### config.mk
export PLATFORM = sky130hd
export DESIGN_NAME = ps2_scan_receiver_flat
export DESIGN_NICKNAME = d
export VERILOG_FILES = /design/src/rtl/ps2_scan_receiver_if.sv /design/src/rtl/ps2_scan_receiver.sv /design/src/flat_wrapper.sv
export SDC_FILE = /design/constraint.sdc
export NUM_CORES = 1
export LEC_CHECK = 0
export ABC_CLOCK_PERIOD_IN_PS = 4500
export BUFFER_PORTS_ARGS = -buffer_cell sky130_fd_sc_hd__buf_2
export CORE_ASPECT_RATIO = 1.2
export CORE_MARGIN = 2
export CORE_UTILIZATION = 55
export CTS_CLUSTER_SIZE = 40
export DETAILED_ROUTE_END_ITERATION = 8
export GPL_ROUTABILITY_DRIVEN = 1
export MAX_ROUTING_LAYER = met4
export PLACE_DENSITY = 0.73
export SKIP_CTS_REPAIR_TIMING = 1
export SLEW_MARGIN = 20
export SYNTH_ARGS = -nofsm -noshare
export SYNTH_HDL_FRONTEND = slang
export SYNTH_SLANG_ARGS = --single-unit
### constraint.sdc
create_clock -name i_Clk -period 4.5 [get_ports i_Clk]
set_input_delay 0.225 -clock i_Clk [delete_from_list [all_inputs] [get_ports i_Clk]]
set_output_delay 0.225 -clock i_Clk [all_outputs]
set_load 0.01 [all_outputs]
### src/rtl/ps2_scan_receiver_if.sv
// PS/2 receiver register-side bundle: enable in, scan code and status out.
interface ps2_scan_receiver_if;
  logic       i_Enable;
  logic [7:0] o_Key;
  logic       o_Valid;
  logic       o_Break;
  logic       o_Ext;
  logic       o_Err;
  logic       o_Busy;

  modport master (
    input  i_Enable,
    output o_Key,
    output o_Valid,
    output o_Break,
    output o_Ext,
    output o_Err,
    output o_Busy
  );

  modport slave (
    output i_Enable,
    input  o_Key,
    input  o_Valid,
    input  o_Break,
    input  o_Ext,
    input  o_Err,
    input  o_Busy
  );
endinterface

### src/rtl/ps2_scan_receiver.sv
// PS/2 keyboard front end: sync, clock filter, frame deserialiser,
// E0/F0 prefix folding and timeout abort.
module ps2_scan_receiver #(
  parameter int FILTER_LEN  = 8,
  parameter int TIMEOUT_CYC = 200000
) (
  input  logic              i_Clk,
  input  logic              i_Rst,
  input  logic              PS2C,
  input  logic              PS2D,
  ps2_scan_receiver_if.master bus
);

  localparam int TW = $clog2(TIMEOUT_CYC + 1);

  typedef enum logic [1:0] {
    IDLE,
    DATA,
    PARITY,
    STOP
  } state_t;

  logic [1:0]            c_s;
  logic [1:0]            d_s;
  logic [FILTER_LEN-1:0] filt;
  logic                  fclk;
  logic                  fclk_d;
  logic                  strobe;
  logic                  din;

  state_t                state;
  logic [7:0]            shreg;
  logic [2:0]            bitcnt;
  logic                  par;
  logic                  ext_f;
  logic                  brk_f;
  logic [TW-1:0]         tcnt;

  logic [7:0]            key_q;
  logic                  valid_q;
  logic                  brk_q;
  logic                  ext_q;
  logic                  err_q;

  assign din    = d_s[1];
  assign strobe = fclk_d & ~fclk;

  always_ff @(posedge i_Clk or negedge i_Rst) begin
    if (!i_Rst) begin
      c_s    <= 2'b11;
      d_s    <= 2'b11;
      filt   <= '1;
      fclk   <= 1'b1;
      fclk_d <= 1'b1;
    end else begin
      c_s    <= {c_s[0], PS2C};
      d_s    <= {d_s[0], PS2D};
      filt   <= {filt[FILTER_LEN-2:0], c_s[1]};
      fclk_d <= fclk;
      if (filt == '0)
        fclk <= 1'b0;
      else if (&filt)
        fclk <= 1'b1;
    end
  end

  always_ff @(posedge i_Clk or negedge i_Rst) begin
    if (!i_Rst) begin
      state   <= IDLE;
      shreg   <= '0;
      bitcnt  <= '0;
      par     <= 1'b0;
      ext_f   <= 1'b0;
      brk_f   <= 1'b0;
      tcnt    <= '0;
      key_q   <= '0;
      valid_q <= 1'b0;
      brk_q   <= 1'b0;
      ext_q   <= 1'b0;
      err_q   <= 1'b0;
    end else begin
      valid_q <= 1'b0;
      err_q   <= 1'b0;
      if (!bus.i_Enable) begin
        state <= IDLE;
        ext_f <= 1'b0;
        brk_f <= 1'b0;
        tcnt  <= '0;
      end else if (strobe) begin
        tcnt <= '0;
        unique case (state)
          IDLE: begin
            if (!din) begin
              state  <= DATA;
              bitcnt <= '0;
            end
          end
          DATA: begin
            shreg  <= {din, shreg[7:1]};
            bitcnt <= 3'(bitcnt + 3'd1);
            if (bitcnt == 3'd7)
              state <= PARITY;
          end
          PARITY: begin
            par   <= din;
            state <= STOP;
          end
          STOP: begin
            state <= IDLE;
            if (din && (^shreg ^ par)) begin
              unique case (1'b1)
                (shreg == 8'hE0): ext_f <= 1'b1;
                (shreg == 8'hF0): brk_f <= 1'b1;
                default: begin
                  key_q   <= shreg;
                  brk_q   <= brk_f;
                  ext_q   <= ext_f;
                  valid_q <= 1'b1;
                  ext_f   <= 1'b0;
                  brk_f   <= 1'b0;
                end
              endcase
            end else begin
              err_q <= 1'b1;
              ext_f <= 1'b0;
              brk_f <= 1'b0;
            end
          end
          default: state <= IDLE;
        endcase
      end else if (state == IDLE) begin
        tcnt <= '0;
      end else if (tcnt == TW'(TIMEOUT_CYC)) begin
        // Device stalled mid-frame: drop it and flag the loss.
        state <= IDLE;
        err_q <= 1'b1;
        ext_f <= 1'b0;
        brk_f <= 1'b0;
        tcnt  <= '0;
      end else begin
        tcnt <= TW'(tcnt + 1'b1);
      end
    end
  end

  assign bus.o_Key   = key_q;
  assign bus.o_Valid = valid_q;
  assign bus.o_Break = brk_q;
  assign bus.o_Ext   = ext_q;
  assign bus.o_Err   = err_q;
  assign bus.o_Busy  = (state != IDLE);

endmodule

### src/flat_wrapper.sv
// flat-port wrapper written by rule: the top's interface ports become plain ports
module ps2_scan_receiver_flat 
#(
  parameter int FILTER_LEN  = 8,
  parameter int TIMEOUT_CYC = 200000
)
  (i_Clk, i_Rst, PS2C, PS2D, bus_i_Enable, bus_o_Key, bus_o_Valid, bus_o_Break, bus_o_Ext, bus_o_Err, bus_o_Busy);
  ps2_scan_receiver_if bus_i ();
  input  logic i_Clk;
  input  logic i_Rst;
  input  logic PS2C;
  input  logic PS2D;
  input wire logic [$bits(bus_i.i_Enable)-1:0] bus_i_Enable;
  output wire logic [$bits(bus_i.o_Key)-1:0] bus_o_Key;
  output wire logic [$bits(bus_i.o_Valid)-1:0] bus_o_Valid;
  output wire logic [$bits(bus_i.o_Break)-1:0] bus_o_Break;
  output wire logic [$bits(bus_i.o_Ext)-1:0] bus_o_Ext;
  output wire logic [$bits(bus_i.o_Err)-1:0] bus_o_Err;
  output wire logic [$bits(bus_i.o_Busy)-1:0] bus_o_Busy;
  assign bus_i.i_Enable = bus_i_Enable;
  assign bus_o_Key = bus_i.o_Key;
  assign bus_o_Valid = bus_i.o_Valid;
  assign bus_o_Break = bus_i.o_Break;
  assign bus_o_Ext = bus_i.o_Ext;
  assign bus_o_Err = bus_i.o_Err;
  assign bus_o_Busy = bus_i.o_Busy;
  ps2_scan_receiver #(.FILTER_LEN(FILTER_LEN), .TIMEOUT_CYC(TIMEOUT_CYC)) u_core (.i_Clk(i_Clk), .i_Rst(i_Rst), .PS2C(PS2C), .PS2D(PS2D), .bus(bus_i));
endmodule
== Word level (Yosys, flattened, before mapping) ==
Index checks and enable logic that the tools add are counted.
Word-level totals
  bits in registers: 60
  latch bits: 0
  bits in writable memories: 0
  bits in read-only memories: 0
  bits of input ports: 5
  output and inout bits: 13
  logic and storage cells: 92
  memories kept: 0
Cells by class
  add/subtract/negate cells: 2
  multiply operators: 0
  div/mod/pow operators: 0
  $lt $le $gt $ge: 0
  equality and inequality tests: 15
  shift-type cells: 0
  multiplexer cells: 38
  bitwise gates (word level): 4
  reduce and logical (&&, ||, !) cells: 16
Operators with widths (count)
  $mux 18: 4
  $mux 1: 23
  $add 18x1->18 const B: 1
  $eq 18x18->1 const B: 1
  $eq 8x8->1 const B: 2
  $reduce_and 4->1: 4
  $mux 2: 6
  $ne 4x4->1 const B: 3
  $logic_not 8->1: 1
  $pmux 2 s4: 1
  $reduce_and 8->1: 1
  $reduce_xor 8->1: 1
  $ne 3x3->1 const B: 2
  $pmux 3 s2: 1
  $reduce_and 3->1: 2
  $reduce_bool 2->1: 3
  $reduce_and 5->1: 1
  $eq 2x2->1 const B: 2
  $pmux 1 s2: 2
  $add 3x1->3 const B: 1
  $eq 3x3->1 const B: 1
  $mux 3: 1
  $ne 3x1->1 const B: 1
  $ne 3x2->1 const B: 1
  8 further kinds: 9

== Logic depth before layout (Yosys ltp) ==
Gate-level depths: netlist of the first run.
  depth after elaboration: 7
  depth in mapped cells: 8
  gate-level depth less buffers: 7

== Least setup slack after synthesis of the first run ==
No wires, ideal clock.
  kind: register -> register
  from: register u_core.shreg[6]
  to: register u_core.brk_q, in the netlist u_core.bus.o_Break
  library setup time: 0.125 ns
  arrival: 2.036 ns
  data required time: 4.375 ns
  setup slack: 2.339 ns
  stages on the path, launching flop included: 8
  path buffers: 1
  period minus slack after synthesis: 2.161 ns
  cell sequence: dfrtp_1 ha_1 xnor3_1 xnor2_1 and3_4 and3_4 buf_12 mux2_4
Between the ends
  longest elaborated chain between the ends: 4
  elaborated cells on any way between the ends: 8
  those cells by class: eq/ne (2); bitwise (2); reduce/logical (4)
RTL lines
  from (decl): RTL line ps2_scan_receiver.sv:32  | logic [7:0] shreg;
  from (signal assigned): RTL line ps2_scan_receiver.sv:99  | shreg <= {din, shreg[7:1]};
  $eq 8x8->1 (tied with other cells): RTL line ps2_scan_receiver.sv:113  | (shreg == 8'hF0): brk_f <= 1'b1;
  $reduce_or 2->1 (no source line) / $xor 1x1->1 (equally long branches)
  $not 1->1 (no source line) / $logic_and 1x1->1 (equally long branches)
  $reduce_and 5->1 (no source line) *
  to (signal assigned): RTL line ps2_scan_receiver.sv:116  | brk_q <= brk_f;
  to (decl): RTL line ps2_scan_receiver.sv:41  | logic brk_q;
Mark *: on every way between the ends. The rest lies on a longest branch, timed or not.
A chain may end at the register's enable or synchronous reset.

== Worst setup path after layout of the first run ==
  from: register u_core.shreg[1]
  to: register u_core.key_q[0], in the netlist u_core.bus.o_Key[0]
Between the ends
  longest elaborated chain between the ends: 4
  elaborated cells on any way between the ends: 8
  those cells by class: eq/ne (2); bitwise (2); reduce/logical (4)
RTL lines
  $eq 8x8->1 (tied with other cells): RTL line ps2_scan_receiver.sv:113
  $reduce_or 2->1 (no source line) / $xor 1x1->1 (equally long branches)
  $not 1->1 (no source line) / $logic_and 1x1->1 (equally long branches)
  $reduce_and 5->1 (no source line) *
  to (signal assigned): RTL line ps2_scan_receiver.sv:115  | key_q <= shreg;
  to (decl): RTL line ps2_scan_receiver.sv:39  | logic [7:0] key_q;
Marks and branches as above.

==> results of run 1 <==
[synthesized netlist by cell type, drive strengths merged]
| cell | n | area share |
|---|---|---|
| dfrtp | 46 | 0.41 |
| nand2 | 32 | 0.043 |
| nor2 | 26 | 0.035 |
| dfstp | 14 | 0.13 |
| mux2 | 14 | 0.068 |
| ha | 13 | 0.058 |
| inv | 12 | 0.016 |
| nand3 | 10 | 0.020 |
| and3 | 9 | 0.025 |
| xnor2 | 9 | 0.028 |
| xor2 | 9 | 0.028 |
| o21ai | 8 | 0.014 |
| buf | 4 | 0.018 |
| nand4 | 4 | 0.0089 |
| a21oi | 3 | 0.0054 |
| a31oi | 3 | 0.0067 |
| clkbuf | 3 | 0.0040 |
| nor2b | 3 | 0.0067 |
| nor3 | 3 | 0.0054 |
| nor4 | 3 | 0.012 |
| a32o | 2 | 0.0071 |
| and4 | 2 | 0.0062 |
| o211ai | 2 | 0.0054 |
| a21bo | 1 | 0.0036 |
| a22o | 1 | 0.0031 |
| a41oi | 1 | 0.0031 |
| and2 | 1 | 0.0022 |
| and3b | 1 | 0.0031 |
| nor4b | 1 | 0.0031 |
| o221ai | 1 | 0.0031 |
| o32ai | 1 | 0.0031 |
| or3 | 1 | 0.0022 |
| or3b | 1 | 0.0031 |
| xnor3 | 1 | 0.0080 |
[report_power, final]
group	switching (uW)	internal, uW
Sequential	4.87	550
Clock	190	260
Combinational	16.1	7.02
Total	211	817
[critical path: cells and delay by family, from the launching register on]
| family | cells | cell delay [ps] |
|---|---|---|
| buf+inv | 1 | 60 |
| xor+xnor | 2 | 590 |
| mux | 1 | 350 |
| flops | 1 | 370 |
| simple gates | 2 | 550 |
| fa+ha+maj | 1 | 280 |
[area by class of cell]
type / count / area [um2]
fillers: 386 / 1820
well taps: 60 / 75.1
inverters: 12 / 45.0
clock buffers: 15 / 186
repair buffers: 20 / 113
multi-input cells: 166 / 1180
clock inverters: 1 / 5.00
flip-flops and latches: 60 / 1520
[stage by stage]
step                area [um2]  utilization
floorplan                 2800            -
global placement          2910        0.589
detailed placement        2910        0.589
CTS                       3100        0.628
global route              3120        0.632
finish                    3120        0.632
[registers in the layout, indices dropped and copies added, names as in the netlist]
signal              flops
u_core.shreg            8
u_core.bitcnt           3
u_core.state            2
u_core.bus.o_Ext        1
u_core.bus.o_Err        1
u_core.bus.o_Break      1
u_core.fclk             1
u_core.bus.o_Key        8
u_core.fclk_d           1
u_core.par              1
u_core.d_s              2
u_core.ext_f            1
u_core.brk_f            1
u_core.c_s              2
u_core.filt             8
u_core.tcnt            18
u_core.bus.o_Valid      1
[per-layer routing]
metal | part of all wire | wire length [um] | vias to the layer above | GRT usage
li1 | - | - | 889 | -
met5 | 0 | 0 | - | -
met1 | 0.46 | 2080 | 842 | 0.211
met4 | 0.031 | 138 | 0 | 0.116
met2 | 0.48 | 2150 | 37 | 0.293
met3 | 0.033 | 149 | 13 | 0.0388
[path summary, 6_finish.rpt]
| check | start | slack (ps) | cells after the start | endpoint |
|---|---|---|---|---|
| setup / recovery | u_core.shreg[1] | 2180 | 7 | u_core.bus.o_Key[0] |
| hold / removal | i_Rst | 30 | 2 | u_core.bus.o_Key[2] |
| setup reg to reg | u_core.shreg[1] | 2180 | 7 | u_core.bus.o_Key[0] |
| hold reg to reg | u_core.d_s[0] | 360 | 0 | u_core.d_s[1] |
| max in group asynchronous | i_Rst | 3990 | 2 | u_core.tcnt[16] |
| min in group i_Clk | bus_i_Enable | 220 | 2 | u_core.state[1] |
[cell families (layout without fill, tap and decap cells)]
family / count (synthesis) / in the layout / share of synthesized area
compound gates: 23 / 23 / 0.0549
xor+xnor: 19 / 19 / 0.0643
fa+ha+maj: 13 / 13 / 0.0580
buf+inv: 19 / 48 / 0.0379
flops: 60 / 60 / 0.542
mux: 14 / 14 / 0.0683
simple gates: 97 / 97 / 0.175
==> run_results.csv, run 1 <==
group,metric,value,unit
placed_design,port_buffers,17,
worst_setup_path,critPathLaunchType,"flop",
synth,synth_warnings,0,
synth,synthDistinctLibCells,40,
placed_design,gp_congestion,0.877,
floorplanning,fp-row-count,28,
cts,clk_path_buf_depth,2,
drt,drt-initial-drc-count,116,
drt,firstDrtPassIters,4,
synth,synth_area_per_cell,11.4,um2
layout,mostFrequentLayoutCells,"dfrtp_1 (46), nand2_1 (32), nor2_1 (26)",
drt,drtAntennaViolNets,0,
timing,max_freq,430,MHz
drt,routed_wl,4520,um
global_routing,grt_overflow,0,
placed_design,dpl.cell_count,316,
placed_design,dp_hpwl,3090,um
synth,synth_nets,263,
floorplanning,die_h,82.2,um
timing,slew_viol_final,0,
timing,tightestPinTransition,718,ps
timing,fin_skew,9.13,ps
floorplanning,die_w,69.2,um
timing,setup_violations,0,
worst_setup_path,path_cells,"inv_1 -> ha_1 -> xnor3_1 -> xnor2_1 -> and3_4 -> and3_4 -> mux2_2",
timing,period_share,0.516,
worst_setup_path,endpoint_kind,"flop",
layout,drive_above_1_share,0.248,
timing,slew_headroom,0.521,
layout,nets,287,
synth,synth_seq_cells,60,
timing,hold_slack,26.6,ps
floorplanning,die_area,0.00569,mm2
timing,rsz0062_at_grt,"false",
global_routing,grt_max_degree,61,
cts,cts.sinks,60,
synth,syn_inst,245,
synth,syn_area,0.00280,mm2
power,pwr_density_cell,329,mW/mm2
worst_setup_path,critPathMaxStageDelay,390,ps
worst_setup_path,critical_path_arrival,2540,ps
worst_setup_path,cp_max_fo,11,
global_routing,grt_usage,0.182,
worst_setup_path,crit_required,4720,ps
drt,vias,1781,
placed_design,pre_cts_ws,2180,ps
global_routing,grt_pass1_wl,7690,um
floorplanning,io_pins,18,
global_routing,grt_pass1_vias,1727,
job,maxCapViolCount,0,
run_status,status,"finished, final reports clean",
power,ir_drop,0.323,mV
layout,antennaDiodeCount,0,
worst_setup_path,crit_path_frequent_cell,"and3_4",
min_path,hp-class,"in -> async",
cts,h-tree-depth,3,
cts,clk_latency,330,ps
layout,final_common_cell,"dfrtp_1",
cts,clkTransAtPathRegs,60,ps
cts,root_buffer,"clkbuf_8",
power,finalPower,1030,uW
worst_setup_path,worstSetupPathType,"reg -> reg",
power,power.leakage,0.00146,uW
floorplanning,initial_utilization,0.568,
timing,finalWorstSetupSlack,2180,ps
synth,ys_seq_area_frac,0.542,
worst_setup_path,slowest_stage,"xnor3_1",
timing,finalSetupTns,0,ps
timing,period_minus_slack,2320,ps
cts,cts_tree,"done",
floorplanning,core,0.00494,mm2
drt,drc_errors,0,
drt,via_per_inst,5.33,
layout,areaGrowthSynthToFinish,11.3,%
timing,hold_viol_final,0,
cts,numCtsBuffers,9,
global_routing,antenna_found_initial,0,
drt,wl_per_cell,13.5,um
layout,layoutNonFillerInstCount,334,
Power figures use the tool's default switching activity.
==> inputs of run 2 (changes only) <==
--- a/config.mk
+++ b/config.mk
@@ -5,7 +5,7 @@
 export SDC_FILE = /design/constraint.sdc
 export NUM_CORES = 1
 export LEC_CHECK = 0
-export ABC_CLOCK_PERIOD_IN_PS = 4500
+export ABC_CLOCK_PERIOD_IN_PS = 2350
 export BUFFER_PORTS_ARGS = -buffer_cell sky130_fd_sc_hd__buf_2
 export CORE_ASPECT_RATIO = 1.2
 export CORE_MARGIN = 2
==> constraint.sdc (replaced) <==
create_clock -name i_Clk -period 2.35 [get_ports i_Clk]
set_input_delay 0.1175 -clock i_Clk [delete_from_list [all_inputs] [get_ports i_Clk]]
set_output_delay 0.1175 -clock i_Clk [all_outputs]
set_load 0.01 [all_outputs]
==> run 2 against run 1 <==
- routed wire length increased by 5.1%
- non-clock buffer count is 1 higher
- sequential share of layout area shrank 0.44 points
- setup slack got worse by 2100 ps
- largest cell class unchanged
==> run_results.csv, run 2 (same netlist as run 1, synthesis figures left out) <==
group,metric,value,unit
run_status,status,"finished, final reports clean",
worst_setup_path,path_delay_family,"XOR/XNOR gates",
global_routing,grt_overflow,0,
layout,largest_reg_flops,18,
layout,areaGrowthSynthToFinish,12.4,%
floorplanning,die_h,82.2,um
timing,finalSetupTns,0,ps
power,p_seq_frac,0.544,
placed_design,dp_hpwl,3080,um
drt,drc_errors,0,
timing,fin_skew,5.23,ps
power,finalPower,1950,uW
timing,max_freq,449,MHz
power,clkPwrFrac,0.431,
cts,h-tree-depth,3,
power,p_int,1540,uW
power,p_sw_frac,0.214,
floorplanning,core,0.00494,mm2
drt,drtAntennaViolNets,0,
worst_setup_path,critPathBufInv,0,
power,ir_drop,0.363,mV
layout,antennaDiodeCount,0,
timing,hold_viol_final,0,
power,power.leakage,0.00148,uW
placed_design,gp_congestion,0.879,
layout,nets,289,
floorplanning,io_pins,18,
floorplanning,die_area,0.00569,mm2
layout,register_area,0.00152,mm2
power,power_frac_comb,0.025,
floorplanning,die_w,69.2,um
layout,final_common_cell,"dfrtp_1",
timing,tightestPinTransition,661,ps
timing,period_share,0.949,
worst_setup_path,crit_path_frequent_cell,"and3_4",
drt,wl_per_cell,14.1,um
worst_setup_path,worstSetupPathType,"reg -> reg",
global_routing,grt_pass1_wl,8130,um
global_routing,grt_max_degree,61,
layout,num-fill-cells,370,
placed_design,port_buffers,17,
cts,clk_path_buf_depth,2,
timing,finalWorstSetupSlack,121,ps
floorplanning,fp-row-count,28,
job,maxCapViolCount,0,
floorplanning,initial_utilization,0.568,
timing,slew_headroom,0.555,
cts,clkTransAtPathRegs,60,ps
layout,mostFrequentLayoutCells,"dfrtp_1 (46), nand2_1 (32), nor2_1 (26)",
worst_setup_path,endpoint_kind,"flop",
min_path,hp-class,"in -> reg",
cts,cts.sinks,60,
worst_setup_path,cp_max_fo,6,
worst_setup_path,crit_required,2580,ps
cts,clk_latency,340,ps
drt,drt-initial-drc-count,187,
worst_setup_path,critical_path_arrival,2460,ps
cts,numCtsBuffers,9,
timing,slew_viol_final,0,
cts,cts_tree,"done",
global_routing,antenna_found_initial,0,
power,pwr_density_cell,620,mW/mm2
power,p_switching,417,uW
layout,multi_input_comb_area,0.00119,mm2
cts,root_buffer,"clkbuf_8",
timing,setup_violations,0,
placed_design,pre_cts_ws,40.1,ps
timing,period_minus_slack,2230,ps
layout,final_util,0.638,
worst_setup_path,critPathMaxStageDelay,410,ps
worst_setup_path,critPathLaunchType,"flop",
drt,via_per_inst,5.36,
drt,routed_wl,4750,um
global_routing,grt_usage,0.194,
worst_setup_path,slowest_stage,"dfrtp_1",
worst_setup_path,path_cells,"ha_1 -> xnor3_1 -> xnor2_2 -> and3_4 -> and3_4 -> mux2_2",
drt,vias,1802,
layout,largest-register,"u_core.tcnt",
global_routing,grt_pass1_vias,1855,
drt,firstDrtPassIters,4,
layout,drive_above_1_share,0.254,
[run 2: path summary, 6_finish.rpt]
kind | from | end | slack, ps | depth (start not counted)
worst max-delay path | u_core.shreg[6] | u_core.bus.o_Key[0] | 120 | 6
worst min-delay path | bus_i_Enable | u_core.state[1] | 100 | 2
worst max register to register | u_core.shreg[6] | u_core.bus.o_Key[0] | 120 | 6
worst min register to register | u_core.c_s[0] | u_core.c_s[1] | 360 | 0
max in group asynchronous | i_Rst | u_core.filt[2] | 1730 | 3
min in group asynchronous | i_Rst | u_core.shreg[2] | 320 | 3
[run 2: metal layers]
metal,vias up,wire length (um),GRT usage
met4,0,148,0.133
met1,879,2160,0.220
met2,25,2270,0.310
met3,12,180,0.0485
li1,886,-,-
met5,-,0,-
[run 2: per-stage QoR]
stage	instance area, um2	cells	hold slack [ps]
floorplan	2800	245	-178
global placement	2920	316	149
detailed placement	2920	316	143
CTS	3110	332	-222
global route	3150	336	92.0
finish	3150	336	101
[run 2: cell type report]
type	instances	share of cell area
inverter	12	0.0143
tap	60	0.0238
clock buffer	14	0.0548
multi-input combinational	167	0.379
timing repair buffer	21	0.0429
sequential	60	0.482
clock inverter	2	0.00318
[run 2: worst reg2reg max path, cell delays in order, from the launching register on]
cell and delay, ps:
dfrtp_1 410, ha_1 320, xnor3_1 370, xnor2_2 160, and3_4 240, and3_4 270
mux2_2 350
[run 2: power groups by stage]
stage	logic (uW)	registers (uW)	clock network [uW]
2_1_floorplan	19.4	1080	0
3_3_place_gp	46.4	1080	0
3_5_place_dp	46.0	1080	0
4_1_cts	46.4	1060	865
5_1_grt	56.3	1060	917
6_report	49.1	1060	842
==> inputs of run 3 (changes only) <==
--- a/config.mk
+++ b/config.mk
@@ -10,6 +10,7 @@
 export CORE_ASPECT_RATIO = 1.2
 export CORE_MARGIN = 2
 export CORE_UTILIZATION = 55
+export CTS_BUF_LIST = sky130_fd_sc_hd__clkbuf_2 sky130_fd_sc_hd__clkbuf_4 sky130_fd_sc_hd__clkbuf_8
 export CTS_CLUSTER_SIZE = 40
 export DETAILED_ROUTE_END_ITERATION = 8
 export GPL_ROUTABILITY_DRIVEN = 1
==> run 3 against run 2 <==
- die area unchanged
- clock power is 3.1% higher
- maximum frequency fell by 0.11%
- routed wire length increased by 0.65%
- critical path type unchanged
- critical endpoint unchanged
- highest routed layer unchanged
==> run_results.csv, run 3 (same netlist as run 1, synthesis figures left out) <==
group,metric,value,unit
run_status,status,"finished, final reports clean",
power,p_switching,420,uW
timing,fin_skew,5.41,ps
worst_setup_path,critPathLaunchType,"flop",
drt,via_per_inst,5.39,
worst_setup_path,endpoint_kind,"flop",
layout,final_util,0.639,
timing,tightestPinTransition,696,ps
global_routing,grt_pass1_vias,1860,
placed_design,port_buffers,17,
cts,h-tree-depth,3,
cts,cts.sinks,60,
timing,setup_violations,0,
timing,max_freq,448,MHz
power,power.leakage,0.00148,uW
floorplanning,die_h,82.2,um
worst_setup_path,crit_path_frequent_cell,"and3_4",
min_path,min-delay-start,"bus_i_Enable",
floorplanning,initial_utilization,0.568,
layout,drive_above_1_share,0.261,
power,pwr_density_cell,627,mW/mm2
global_routing,antenna_found_initial,0,
floorplanning,die_area,0.00569,mm2
power,ir_drop,0.365,mV
drt,firstDrtPassIters,4,
floorplanning,fp-row-count,28,
cts,cts_tree,"done",
layout,nets,289,
drt,drc_errors,0,
drt,drt-initial-drc-count,177,
power,p_seq_frac,0.537,
floorplanning,io_pins,18,
timing,slew_headroom,0.532,
layout,areaGrowthSynthToFinish,12.6,%
global_routing,grt_usage,0.194,
cts,numCtsBuffers,9,
placed_design,gp_congestion,0.879,
worst_setup_path,r2r_slack,120,ps
global_routing,grt_overflow,0,
timing,slew_viol_final,0,
cts,clk_latency,340,ps
power,power_frac_comb,0.025,
min_path,hold-path-endpoint,"u_core.state[1]",
timing,hold_viol_final,0,
cts,clkTransAtPathRegs,60,ps
cts,root_buffer,"clkbuf_8",
worst_setup_path,slowest_stage,"dfrtp_1",
worst_setup_path,worstSetupPathType,"reg -> reg",
layout,largest-register,"u_core.tcnt",
worst_setup_path,path_cells,"ha_1 -> xnor3_1 -> xnor2_2 -> and3_4 -> and3_4 -> mux2_2",
worst_setup_path,crit_required,2580,ps
worst_setup_path,reg2reg_to,"u_core.bus.o_Key[0]",
power,p_sw_frac,0.212,
timing,rsz0062_at_grt,"false",
power,clkPwrFrac,0.438,
power,p_int,1560,uW
worst_setup_path,critPathBufInv,0,
layout,largest_reg_flops,18,
global_routing,grt_pass1_wl,8100,um
layout,final_common_cell,"dfrtp_1",
drt,wl_per_cell,14.2,um
job,maxCapViolCount,0,
worst_setup_path,critical_path_arrival,2460,ps
floorplanning,die_w,69.2,um
placed_design,dp_hpwl,3080,um
cts,clk_path_buf_depth,2,
drt,drtAntennaViolNets,0,
timing,finalSetupTns,0,ps
drt,routed_wl,4780,um
timing,period_share,0.950,
layout,mostFrequentLayoutCells,"dfrtp_1 (46), nand2_1 (32), nor2_1 (26)",
worst_setup_path,worstReg2RegStart,"u_core.shreg[6]",
floorplanning,core,0.00494,mm2
min_path,hold_depth,2,
worst_setup_path,critPathMaxStageDelay,410,ps
min_path,hp-class,"in -> reg",
worst_setup_path,cp_max_fo,6,
layout,antennaDiodeCount,0,
timing,period_minus_slack,2230,ps
worst_setup_path,reg2regPathDepth,6,
global_routing,grt_max_degree,61,
worst_setup_path,path_delay_family,"XOR/XNOR gates",
drt,vias,1812,
[run 3: stage by stage]
step | hold WS (ps) | power [uW] | std cells | worst slack, ps | instance area (um2)
floorplan | -178 | 1100 | 245 | 189 | 2800
global placement | 149 | 1130 | 316 | 85.3 | 2920
detailed placement | 143 | 1130 | 316 | 40.1 | 2920
CTS | -221 | 2000 | 332 | 16.7 | 3110
global route | 92.4 | 2060 | 336 | 0.868 | 3160
finish | 101 | 1980 | 336 | 118 | 3160
[run 3: worst max path at each step]
stage,depth (start not counted),to,start
2_1_floorplan,7,u_core.bus.o_Break,u_core.shreg[6]
3_3_place_gp,7,u_core.bus.o_Key[0],u_core.shreg[1]
3_5_place_dp,6,u_core.bus.o_Key[0],u_core.shreg[6]
4_1_cts,6,u_core.bus.o_Key[0],u_core.shreg[6]
5_1_grt,7,u_core.bus.o_Key[0],u_core.shreg[1]
6_report,6,u_core.bus.o_Key[0],u_core.shreg[6]
[run 3: area by class of cell]
class                   count  area [um2]
repair buffers             21         135
multi-input cells         167        1190
clock buffers              14         180
fillers                   370        1780
clock inverters             2        10.0
inverters                  12        45.0
flip-flops and latches     60        1520
well taps                  60        75.1
[run 3: routing by layer]
metal,track usage,share of wire,up-vias
met5,-,0,-
met4,0.133,0.026,0
met2,0.310,0.47,39
met3,0.0485,0.046,10
li1,-,-,887
met1,0.218,0.45,876
[run 3: power by group through the flow]
stage | registers, uW | clock network [uW] | logic [uW]
3_3_place_gp | 1080 | 0 | 46.4
5_1_grt | 1060 | 941 | 56.2
3_5_place_dp | 1080 | 0 | 46.0
6_report | 1060 | 868 | 49.4
4_1_cts | 1060 | 890 | 46.4
2_1_floorplan | 1080 | 0 | 19.4
